<file path="src/rtl/hamming_pkg.sv">
`default_nettype none
// ============================================================================
//  Module      : hamming_pkg
//  Description : Shared types and helper functions for the SECDED decoder
//                family (parity-width sizing, codeword sizing, data-bit
//                extraction from an extended Hamming codeword).
//  Revision    : 1.0 - initial release
// ============================================================================
package hamming_pkg;

    // Upper bound on codeword width handled by the extraction helper.
    localparam int MAX_CODE_W    = 128;
    // Storage width of the error position inside the status struct.
    localparam int ERR_POS_MAX_W = 8;

    typedef struct packed {
        logic                     sec;
        logic                     ded;
        logic [ERR_POS_MAX_W-1:0] err_pos;
    } status_t;

    // Smallest P such that 2^P >= data_w + P + 1.
    function automatic int calc_parity_w(input int data_w);
        int p;
        p = 0;
        for (int k = 1; k < 31; k++) begin
            if (p == 0 && (1 << k) >= data_w + k + 1) begin
                p = k;
            end
        end
        return p;
    endfunction

    // Full codeword width including the overall-parity bit.
    function automatic int codeword_w(input int data_w);
        return data_w + calc_parity_w(data_w) + 1;
    endfunction

    // Gathers the data bits (non power-of-two Hamming positions) in ascending
    // order; index i holds Hamming position i+1, the top index is overall parity.
    function automatic logic [MAX_CODE_W-1:0] extract_data(
        input logic [MAX_CODE_W-1:0] code,
        input int                    code_w
    );
        logic [MAX_CODE_W-1:0] d;
        int                    j;
        d = '0;
        j = 0;
        for (int i = 0; i < MAX_CODE_W - 1; i++) begin
            if (i < code_w - 1 && ((i + 1) & i) != 0) begin
                d[j] = code[i];
                j++;
            end
        end
        return d;
    endfunction

endpackage
`default_nettype wire

</file>
<file path="src/rtl/hamming_syndrome_calc.sv">
`default_nettype none
// ============================================================================
//  Module      : hamming_syndrome_calc
//  Description : Combinational syndrome and overall-parity generator for an
//                extended Hamming codeword. Shared by decoder and scrubber.
//  Revision    : 1.0 - initial release
// ============================================================================
module hamming_syndrome_calc #(
    parameter int N = 8,
    parameter int P = 3
) (
    input  logic [N-1:0] i_code,
    output logic [P-1:0] o_syndrome,
    output logic         o_parity
);

    // Syndrome bit k is the XOR of all positions whose number has bit k set.
    always_comb begin
        o_syndrome = '0;
        for (int i = 0; i < N - 1; i++) begin
            for (int k = 0; k < P; k++) begin
                if ((((i + 1) >> k) & 1) == 1) begin
                    o_syndrome[k] = o_syndrome[k] ^ i_code[i];
                end
            end
        end
        o_parity = ^i_code;
    end

endmodule
`default_nettype wire

</file>
<file path="src/rtl/hamming_secded_pipe.sv">
`default_nettype none
// ============================================================================
//  Module      : hamming_secded_pipe
//  Description : Two-stage pipelined SECDED (extended Hamming) decoder with
//                valid/ready streaming, per-word error injection and
//                saturating corrected/uncorrectable statistics.
//  Revision    : 1.0 - initial release
// ============================================================================
module hamming_secded_pipe
    import hamming_pkg::*;
#(
    parameter int DATA_W = 8,
    parameter int CNT_W  = 16
) (
    input  logic                                   clk,
    input  logic                                   rst,
    input  logic                                   in_valid,
    output logic                                   in_ready,
    input  logic [codeword_w(DATA_W)-1:0]          in_code,
    input  logic [codeword_w(DATA_W)-1:0]          in_inj_mask,
    output logic                                   out_valid,
    input  logic                                   out_ready,
    output logic [DATA_W-1:0]                      out_data,
    output logic                                   out_sec,
    output logic                                   out_ded,
    output logic [$clog2(codeword_w(DATA_W))-1:0]  out_err_pos,
    output logic [calc_parity_w(DATA_W)-1:0]       out_syndrome,
    input  logic                                   stat_clr,
    output logic [CNT_W-1:0]                       sec_count,
    output logic [CNT_W-1:0]                       ded_count
);

    localparam int P     = calc_parity_w(DATA_W);
    localparam int N     = codeword_w(DATA_W);
    localparam int POS_W = $clog2(N);

    // Pipeline registers
    logic                  r_s1_valid;
    logic [N-1:0]          r_s1_code;
    logic [P-1:0]          r_s1_syn;
    logic                  r_s1_par;
    logic                  r_s2_valid;
    logic [DATA_W-1:0]     r_s2_data;
    status_t               r_s2_status;
    logic [P-1:0]          r_s2_syn;
    logic [CNT_W-1:0]      r_sec_cnt;
    logic [CNT_W-1:0]      r_ded_cnt;

    // Combinational nets
    logic                  w_advance;
    logic                  w_out_fire;
    logic [N-1:0]          w_masked;
    logic [P-1:0]          w_syn;
    logic                  w_par;
    logic [N-1:0]          w_corr;
    status_t               w_status;
    logic [MAX_CODE_W-1:0] w_corr_pad;
    logic [MAX_CODE_W-1:0] w_ext;
    logic                  w_unused_bits;

    assign w_advance  = !r_s2_valid || out_ready;
    assign w_out_fire = r_s2_valid && out_ready;
    assign w_masked   = in_code ^ in_inj_mask;

    hamming_syndrome_calc #(
        .N (N),
        .P (P)
    ) u_syn (
        .i_code     (w_masked),
        .o_syndrome (w_syn),
        .o_parity   (w_par)
    );

    // Stage 1: capture the injected codeword together with its syndrome/parity.
    always_ff @(posedge clk) begin
        if (rst) begin
            r_s1_valid <= 1'b0;
            r_s1_code  <= '0;
            r_s1_syn   <= '0;
            r_s1_par   <= 1'b0;
        end else if (w_advance) begin
            r_s1_valid <= in_valid;
            r_s1_code  <= w_masked;
            r_s1_syn   <= w_syn;
            r_s1_par   <= w_par;
        end
    end

    // Classify the error pattern and flip the faulty bit when it is correctable.
    always_comb begin
        w_corr   = r_s1_code;
        w_status = '0;
        if (r_s1_syn == '0) begin
            if (r_s1_par) begin
                // Only the overall-parity bit is wrong; payload is intact.
                w_status.sec     = 1'b1;
                w_status.err_pos = ERR_POS_MAX_W'(N - 1);
            end
        end else if (!r_s1_par) begin
            w_status.ded = 1'b1;
        end else if (int'(r_s1_syn) <= N - 1) begin
            w_status.sec     = 1'b1;
            w_status.err_pos = ERR_POS_MAX_W'(int'(r_s1_syn) - 1);
            for (int i = 0; i < N - 1; i++) begin
                if (int'(r_s1_syn) == i + 1) begin
                    w_corr[i] = ~r_s1_code[i];
                end
            end
        end else begin
            // Syndrome points past the end of the codeword: cannot be a single error.
            w_status.ded = 1'b1;
        end
    end

    // Zero-extend the corrected word to the width the extraction helper expects.
    always_comb begin
        w_corr_pad         = '0;
        w_corr_pad[N-1:0]  = w_corr;
    end

    assign w_ext = extract_data(w_corr_pad, N);

    // Stage 2: register the decoded payload and status flags.
    always_ff @(posedge clk) begin
        if (rst) begin
            r_s2_valid  <= 1'b0;
            r_s2_data   <= '0;
            r_s2_status <= '0;
            r_s2_syn    <= '0;
        end else if (w_advance) begin
            r_s2_valid  <= r_s1_valid;
            r_s2_data   <= w_ext[DATA_W-1:0];
            r_s2_status <= w_status;
            r_s2_syn    <= r_s1_syn;
        end
    end

    // Saturating statistics, counted on the output handshake; clear wins.
    always_ff @(posedge clk) begin
        if (rst) begin
            r_sec_cnt <= '0;
            r_ded_cnt <= '0;
        end else if (stat_clr) begin
            r_sec_cnt <= '0;
            r_ded_cnt <= '0;
        end else if (w_out_fire) begin
            if (r_s2_status.sec && r_sec_cnt != {CNT_W{1'b1}}) begin
                r_sec_cnt <= r_sec_cnt + CNT_W'(1);
            end
            if (r_s2_status.ded && r_ded_cnt != {CNT_W{1'b1}}) begin
                r_ded_cnt <= r_ded_cnt + CNT_W'(1);
            end
        end
    end

    assign in_ready     = w_advance;
    assign out_valid    = r_s2_valid;
    assign out_data     = r_s2_data;
    assign out_sec      = r_s2_status.sec;
    assign out_ded      = r_s2_status.ded;
    assign out_err_pos  = r_s2_status.err_pos[POS_W-1:0];
    assign out_syndrome = r_s2_syn;
    assign sec_count    = r_sec_cnt;
    assign ded_count    = r_ded_cnt;

    // Upper helper bits are structurally zero and intentionally dropped.
    assign w_unused_bits = ^{w_ext[MAX_CODE_W-1:DATA_W],
                             r_s2_status.err_pos[ERR_POS_MAX_W-1:POS_W]};

endmodule
`default_nettype wire
</file>
<file path="config.mk">
export PLATFORM = sky130hd
export DESIGN_NAME = hamming_secded_pipe
export DESIGN_NICKNAME = d
export VERILOG_FILES = /design/src/rtl/hamming_pkg.sv /design/src/rtl/hamming_syndrome_calc.sv /design/src/rtl/hamming_secded_pipe.sv
export SDC_FILE = /design/constraint.sdc
export NUM_CORES = 1
export LEC_CHECK = 0
export BUFFER_PORTS_ARGS = -buffer_cell sky130_fd_sc_hd__buf_4
export CAP_MARGIN = 15
export CORE_MARGIN = 2
export CORE_UTILIZATION = 40
export DETAILED_ROUTE_END_ITERATION = 6
export GPL_TIMING_DRIVEN = 0
export PLACE_DENSITY = 0.71
export SLEW_MARGIN = 30
export SYNTH_ARGS = -nofsm -noshare
export SYNTH_HDL_FRONTEND = slang
export SYNTH_SLANG_ARGS = --single-unit
</file>
<file path="constraint.sdc">
create_clock -name clk -period 4.05 [get_ports clk]
set_input_delay 0.81 -clock clk [delete_from_list [all_inputs] [get_ports clk]]
set_output_delay 0.81 -clock clk [all_outputs]
set_load 0.02 [all_outputs]
</file>
==> results of run 1 <==
[logic make-up after synthesis]
group                      Yosys count
AOI/OAI and AO/OA                   51
xor gates and xnor gates            65
adders and majority gates            7
buffers and inverters               24
DFF                                 65
muxes                                2
and+or+nand+nor                    164
[sequential cells by signal, summed over array words and instances, names as in the netlist, 4 cells and up]
register      cells
ded_count        16
out_data          8
out_err_pos       4
out_syndrome      4
r_s1_code         8
r_s1_syn          4
sec_count        16
[placed cells by master (no fill, tap or decap), types with 15 or more instances in the layout]
cell       n
buf_4     81
nand3_1   15
xor2_1    15
a21oi_1   15
nor2_1    59
dfxtp_1   65
nand2_1   39
xnor2_1   46
clkbuf_1  19
a211oi_1  24
[worst max-delay path: cells and delay by family]
kind / cells / cell delay, ns
buffers and inverters: 4 / 0.91
and+or+nand+nor: 1 / 0.29
[metal layers]
layer	vias to the layer above	part of all wire (%)	track usage, %
met3	10	5.0	5.06
met2	70	50	31.0
met4	0	1.2	5.43
met5	-	0	0
met1	1315	44	21.5
li1	1486	-	-
[stage by stage]
step | cell area (um2) | total power [mW]
after CTS | 4150 | 1.67
final | 4160 | 1.66
after global routing | 4160 | 1.76
after floorplan | 3230 | 1.03
after detailed placement | 3970 | 1.17
after global placement | 3970 | 1.15
[worst paths after layout]
path / cells past startpoint / end / startpoint / slack [ns]
worst max-delay path: 5 / in_ready / out_ready / 1.23
worst min-delay path: 2 / out_syndrome[2] / out_syndrome[2] / 0.46
worst max register to register: 6 / ded_count[10] / ded_count[0] / 2.14
worst min register to register: 2 / out_syndrome[2] / out_syndrome[2] / 0.46
[power by group through the flow]
| stage | clock network (mW) | registers [mW] | logic, mW |
|---|---|---|---|
| finish | 0.506 | 0.738 | 0.413 |
| global route | 0.553 | 0.746 | 0.457 |
| CTS | 0.519 | 0.738 | 0.417 |
| detailed placement | 0 | 0.752 | 0.415 |
| global placement | 0 | 0.750 | 0.401 |
| floorplan | 0 | 0.776 | 0.257 |
[synth_stat cells (all sizes together)]
master,instances
a2111oi,1
a211oi,24
a21bo,1
a21boi,1
a21oi,15
a2bb2oi,2
and2,1
and3,5
and4,1
clkbuf,18
clkinv,1
dfxtp,65
ha,7
inv,5
mux2i,2
nand2,39
nand2b,1
nand3,15
nand3b,1
nand4,10
nor2,59
nor2b,5
nor3,9
nor3b,2
nor4,9
nor4b,2
o21a,1
o21ai,5
o31ai,1
or2,2
or3,2
or4,1
xnor2,47
xnor3,2
xor2,15
xor3,1
[final cells by class]
type                            count  area [um2]  share of cell area, %
Multi-Input combinational cell    289        1850                   44.4
Buffer                             18        67.6                   1.63
Sequential cell                    65        1300                   31.3
Timing Repair Buffer               81         608                   14.6
Clock inverter                      4        27.5                  0.662
Clock buffer                       12         155                   3.73
Tap cell                          102         128                   3.07
Inverter                            6        22.5                  0.542
==> impl_results.md, run 1 <==
- LEAKAGE: 1.59 nW
- Post-DP HPWL: 5640 um
- Worst Hold Slack: 0.457 ns
- Comb pwr share: 24.9%
- Vias in the first global route: 2758
- Worst Skew: 0.0162 ns
- Psw: 509 uW
- CTS resizes: 0
- WS Path Type: primary input to output pin
- Vias per cell: 4.99
- Net count, final: 508
- Port Buffer Count: 81
- Final worst slack: 1.23 ns
- Outcome: completed
- # fillers: 735
- Die X: 93.9 um
- Syn Inst Count: 378
- Proportion of netlist area held by the largest area contributor: 40.3%
- Die Y: 93.9 um
- Total CTS buffers: 9
- Post-synthesis sequential area ratio: 40.3%
- Cell taking the most area after synthesis: dfxtp_1
- Syn nets: 416
- GPL Wtd Cong: 0.804
- Placed insts: 561
- 1st-iter DRT viols: 97
- Final slew viol count: 0
- CTS Buffer Depth: 2
- Post-synth cell types: 38
- Area Growth Syn to Fin: 28.6%
- Setup TNS: 0 ns
- Row Count: 32
- CTS tree: done
- # Post-CTS Setup Buffers: 0
- Die area: 0.00881 mm2
- Worst path slowest cell: nor2b_1
- Root Driver: clkbuf_8
- Largest net degree at the start of global routing: 12
- CP Data Required Time: 3.24 ns
- Total track usage: 17.9%
- Drt first pass iters: 4
- DRT Wirelength: 7300 um
- Starting Density: 41.6%
- Headroom to the max-slew limit: 53.1%
- Core footprint: 0.00777 mm2
- Final routed DRC violation total: 0
- Final ANT Viol Nets: 0
- Pwr dens: 399 mW/mm2
- First-pass GRT wire length: 12600 um
- Seq cells post-synth: 65
- Clock share of power: 30.5%
- Switching Fraction: 30.7%
- Worst VDD drop: 158 uV
- Vias: 2881
- Final Setup Violations: 0
- Max_cap viols: 0
- Final core occ: 53.5%
- Hold Fails Final Rpt: 0
- Syn avg cell area: 8.55 um2
- Delay of the slowest critical-path stage: 0.29 ns
- Setup WS pre-CTS: 1.24 ns
- Largest family of logic cells by synthesized area: simple AND/OR/NAND/NOR gates
- DR WL/cell: 12.7 um
- Synth Area in Compound Gates: 10.7%
- CP endpoint kind: output pin
- Flop pwr share: 44.5%
- Critical Path Source Type: primary input
- Min-Delay Path Class: flip-flop to flip-flop
- Adder-cell share of the synthesized area: 2.71%
- Final Non-Filler Cells: 577
- Synth area leaders: dfxtp_1, xnor2_1, nor2_1, a211oi_1, nand2_1
- Simple-gate share of the synthesized area: 23.8%
- Global route total overflow: 0
- CTS H-tree depth: 3
- Initial antenna violation count: 0
- Clock Pin Slew Worst Setup and Hold Paths: 0.07 ns
- CTS sink cnt: 65
- Layout cell share with drive strength beyond 1: 21.7%
- Number of diodes: 0
- CP Cell Sequence: buf_4 > nor2b_1 > clkinv_1 > clkbuf_1 > buf_4
- Most used cell, CP: buf_4
- Worst EP arrival: 2.01 ns
- I/O pin cnt: 83
- Pint: 1.15 mW
- CTS Hold Bufs: 0
- Synth Area in XOR/XNOR: 19.2%
- Synth warn: 0
- Post-Syn Area: 0.00323 mm2
- Maximum clock frequency: 355 MHz
- Maximum fanout along the worst path: 10
- Tightest Pin Transition: 0.697 ns
- Worst skew pair latency: 0.34 ns
- RSZ-0062 raised after global routing: no
- Minimum clock period: 2.82 ns
- Crit share post-route: 69.5%
- Post-synthesis mux area share: 0.619%
No activity file was read; power rests on OpenSTA's default activity.
==> run 2: changes to the inputs <==
Settings changed: ABC_AREA set to 1, PLACE_DENSITY 0.71 to 0.7.
Clock period 4.05 ns to 2.7 ns, I/O delays scaled along.
==> run 2 against run 1 <==
  * Die area is 20% higher
  * Routed wire length is 31% higher
  * Critical path depth is 1 higher
  * Sequential power grew 44%
  * Via count increased by 36%
  * Total power up 50%
  * First-iteration DRC count rose by 42%
  * Largest power group unchanged
  * Highest routed layer unchanged
==> impl_results.md, run 2 <==
- Seq cells post-synth: 65 (unchanged)
- Layout cell share with drive strength beyond 1: 18.3% (-3.4 points)
- Critical Path Source Type: flip-flop
- Tightest Pin Transition: 0.535 ns (-0.162 ns)
- Post-synth cell types: 36 (-5.3%)
- Syn avg cell area: 6.55 um2 (-23%)
- Root Driver: clkbuf_8
- Max_cap viols: 0 (unchanged)
- Synth warn: 0 (unchanged)
- Number of diodes: 0 (unchanged)
- GPL Wtd Cong: 0.880 (+9.3%)
- Worst VDD drop: 368 uV (+130%)
- CTS Buffer Depth: 2 (unchanged)
- Die area: 0.0105 mm2 (+20%)
- Worst Skew: 0.0109 ns (-0.00531 ns)
- Final routed DRC violation total: 0 (unchanged)
- Post-Syn Area: 0.00390 mm2 (+21%)
- Row Count: 36 (+13%)
- Syn nets: 633 (+52%)
- CP endpoint kind: output pin
- Cell taking the most area after synthesis: dfxtp_1
- Die X: 103 um (+9.4%)
- Worst skew pair latency: 0.34 ns (about the same)
- Post-DP HPWL: 7470 um (+33%)
- Largest net degree at the start of global routing: 11 (-1)
- Initial antenna violation count: 0 (unchanged)
- Min-Delay Path Class: flip-flop to flip-flop
- Global route total overflow: 0 (unchanged)
- CTS resizes: 0 (unchanged)
- Commonest non-fill, non-tap cell in the layout: nand2_1
- Core footprint: 0.00959 mm2 (+24%)
- Headroom to the max-slew limit: 64.3% (+11 points)
- Ys flop type: dfxtp_1
- CTS Hold Bufs: 0 (unchanged)
- RSZ-0062 raised after global routing: no
- DRT Wirelength: 9540 um (+31%)
- Starting Density: 40.6% (-1.0 points)
- EDFF count, synth: 0 (unchanged)
- Pwr dens: 508 mW/mm2 (+28%)
- Final ANT Viol Nets: 0 (unchanged)
- Asr flop ratio synth: 0% (unchanged)
- Crit share post-route: 81.0%
- First-pass GRT wire length: 15800 um (+25%)
- Vias in the first global route: 3574 (+30%)
- Total track usage: 18.9% (+1.0 points)
- Proportion of netlist area held by the largest area contributor: 33.4% (-6.9 points)
- Outcome: completed
- Synth area leaders: dfxtp_1, nand2_1, inv_1, a21oi_1, o21ai_0
- Maximum clock frequency: 457 MHz
- LEAKAGE: 2.36 nW (+49%)
- CTS H-tree depth: 3 (unchanged)
- Die Y: 103 um (+9.4%)
- Synth cell count leaders: nand2_1, inv_1, dfxtp_1
- # Post-CTS Setup Buffers: 0 (unchanged)
- Vias per cell: 4.78 (-4.4%)
- Clock Pin Slew Worst Setup and Hold Paths: 0.06 ns (about the same)
- Vias: 3930 (+36%)
- # fillers: 941 (+28%)
- Setup TNS: 0 ns (unchanged)
- Area Growth Syn to Fin: 25.4%
- Drt first pass iters: 5 (+1)
- Syn Inst Count: 595 (+57%)
- Overall Power: 2.48 mW (+50%)
- Total CTS buffers: 9 (unchanged)
- Post-synthesis sequential area ratio: 33.4% (-6.9 points)
- CTS sink cnt: 65 (unchanged)
- Final Setup Violations: 0 (unchanged)
- CP Data Required Time: 2.16 ns (-1.08 ns)
- Net count, final: 725 (+43%)
- WS Path Type: flip-flop to output pin
- Hold Fails Final Rpt: 0 (unchanged)
- Top-count cell post-synth: nand2_1
- Minimum clock period: 2.19 ns
- DR WL/cell: 11.6 um (-8.4%)
- Port Buffer Count: 81 (unchanged)
- 1st-iter DRT viols: 138 (+42%)
- CTS tree: done
- Commonest non-fill, non-tap cells in the layout: nand2_1, buf_4, inv_1
- Worst EP arrival: 1.65 ns (-0.36 ns)
- I/O pin cnt: 83 (unchanged)
- Final slew viol count: 0 (unchanged)
- Maximum fanout along the worst path: 10 (unchanged)
run 2: final cells by class:
type / count / area [um2] / area share [%]
tap: 133 / 166 / 3.41
clock inverter: 3 / 65.1 / 1.33
buffer: 17 / 96.3 / 1.97
multi-input combinational: 430 / 2190 / 44.8
timing repair buffer: 81 / 608 / 12.4
inverter: 83 / 312 / 6.37
sequential: 65 / 1300 / 26.6
clock buffer: 11 / 151 / 3.10
run 2: cell families (layout without fill, tap and decap cells):
kind of cell | Yosys count | in the layout | share of synthesized area (%)
and+or+nand+nor | 296 | 296 | 33.8
buffers and inverters | 100 | 195 | 10.5
AOI/OAI and AO/OA | 96 | 96 | 13.1
DFF | 65 | 65 | 33.4
xor gates and xnor gates | 31 | 31 | 6.97
adders and majority gates | 7 | 7 | 2.25
run 2: per-stage QoR:
| stage | hold WS (ns) | instances | setup slack [ns] | cell area, um2 | util [%] |
|---|---|---|---|---|---|
| 5_1_grt | 0.476 | 823 | 0.380 | 4890 | 50.9 |
| 3_3_place_gp | 0.439 | 809 | 0.621 | 4670 | 48.7 |
| 6_report | 0.456 | 823 | 0.514 | 4890 | 50.9 |
| 2_1_floorplan | 0.430 | 595 | 0.987 | 3900 | - |
| 3_5_place_dp | 0.447 | 809 | 0.644 | 4670 | 48.7 |
| 4_1_cts | 0.456 | 823 | 0.519 | 4890 | 50.9 |
run 2: metal layers:
layer / vias to the layer above / track usage [%] / routed length [um]
met5: - / 0 / 0
met4: 0 / 4.82 / 85
met3: 8 / 5.15 / 466
met2: 90 / 34.4 / 4810
met1: 1756 / 21.9 / 4180
li1: 2076 / - / -
run 2: final timing paths:
path / startpoint / end / slack [ns] / cells after the start
setup / recovery: out_valid / in_ready / 0.51 / 6
hold / removal: r_s1_valid / r_s1_valid / 0.46 / 2
setup reg to reg: r_s1_syn[0] / out_data[3] / 0.94 / 8
hold reg to reg: r_s1_valid / r_s1_valid / 0.46 / 2
run 2: critical path: stages (launching register included):
cell and delay (ns):
dfxtp_1 0.34, inv_1 0.06, nor2_1 0.05, inv_1 0.07, buf_2 0.18, clkbuf_1 0.38, buf_4 0.23
run 2: where the power goes:
group | switching, mW | leakage (nW) | internal, mW
registers | 0.0405 | 0.531 | 1.02
clock network | 0.354 | 0.111 | 0.559
logic | 0.310 | 1.72 | 0.204
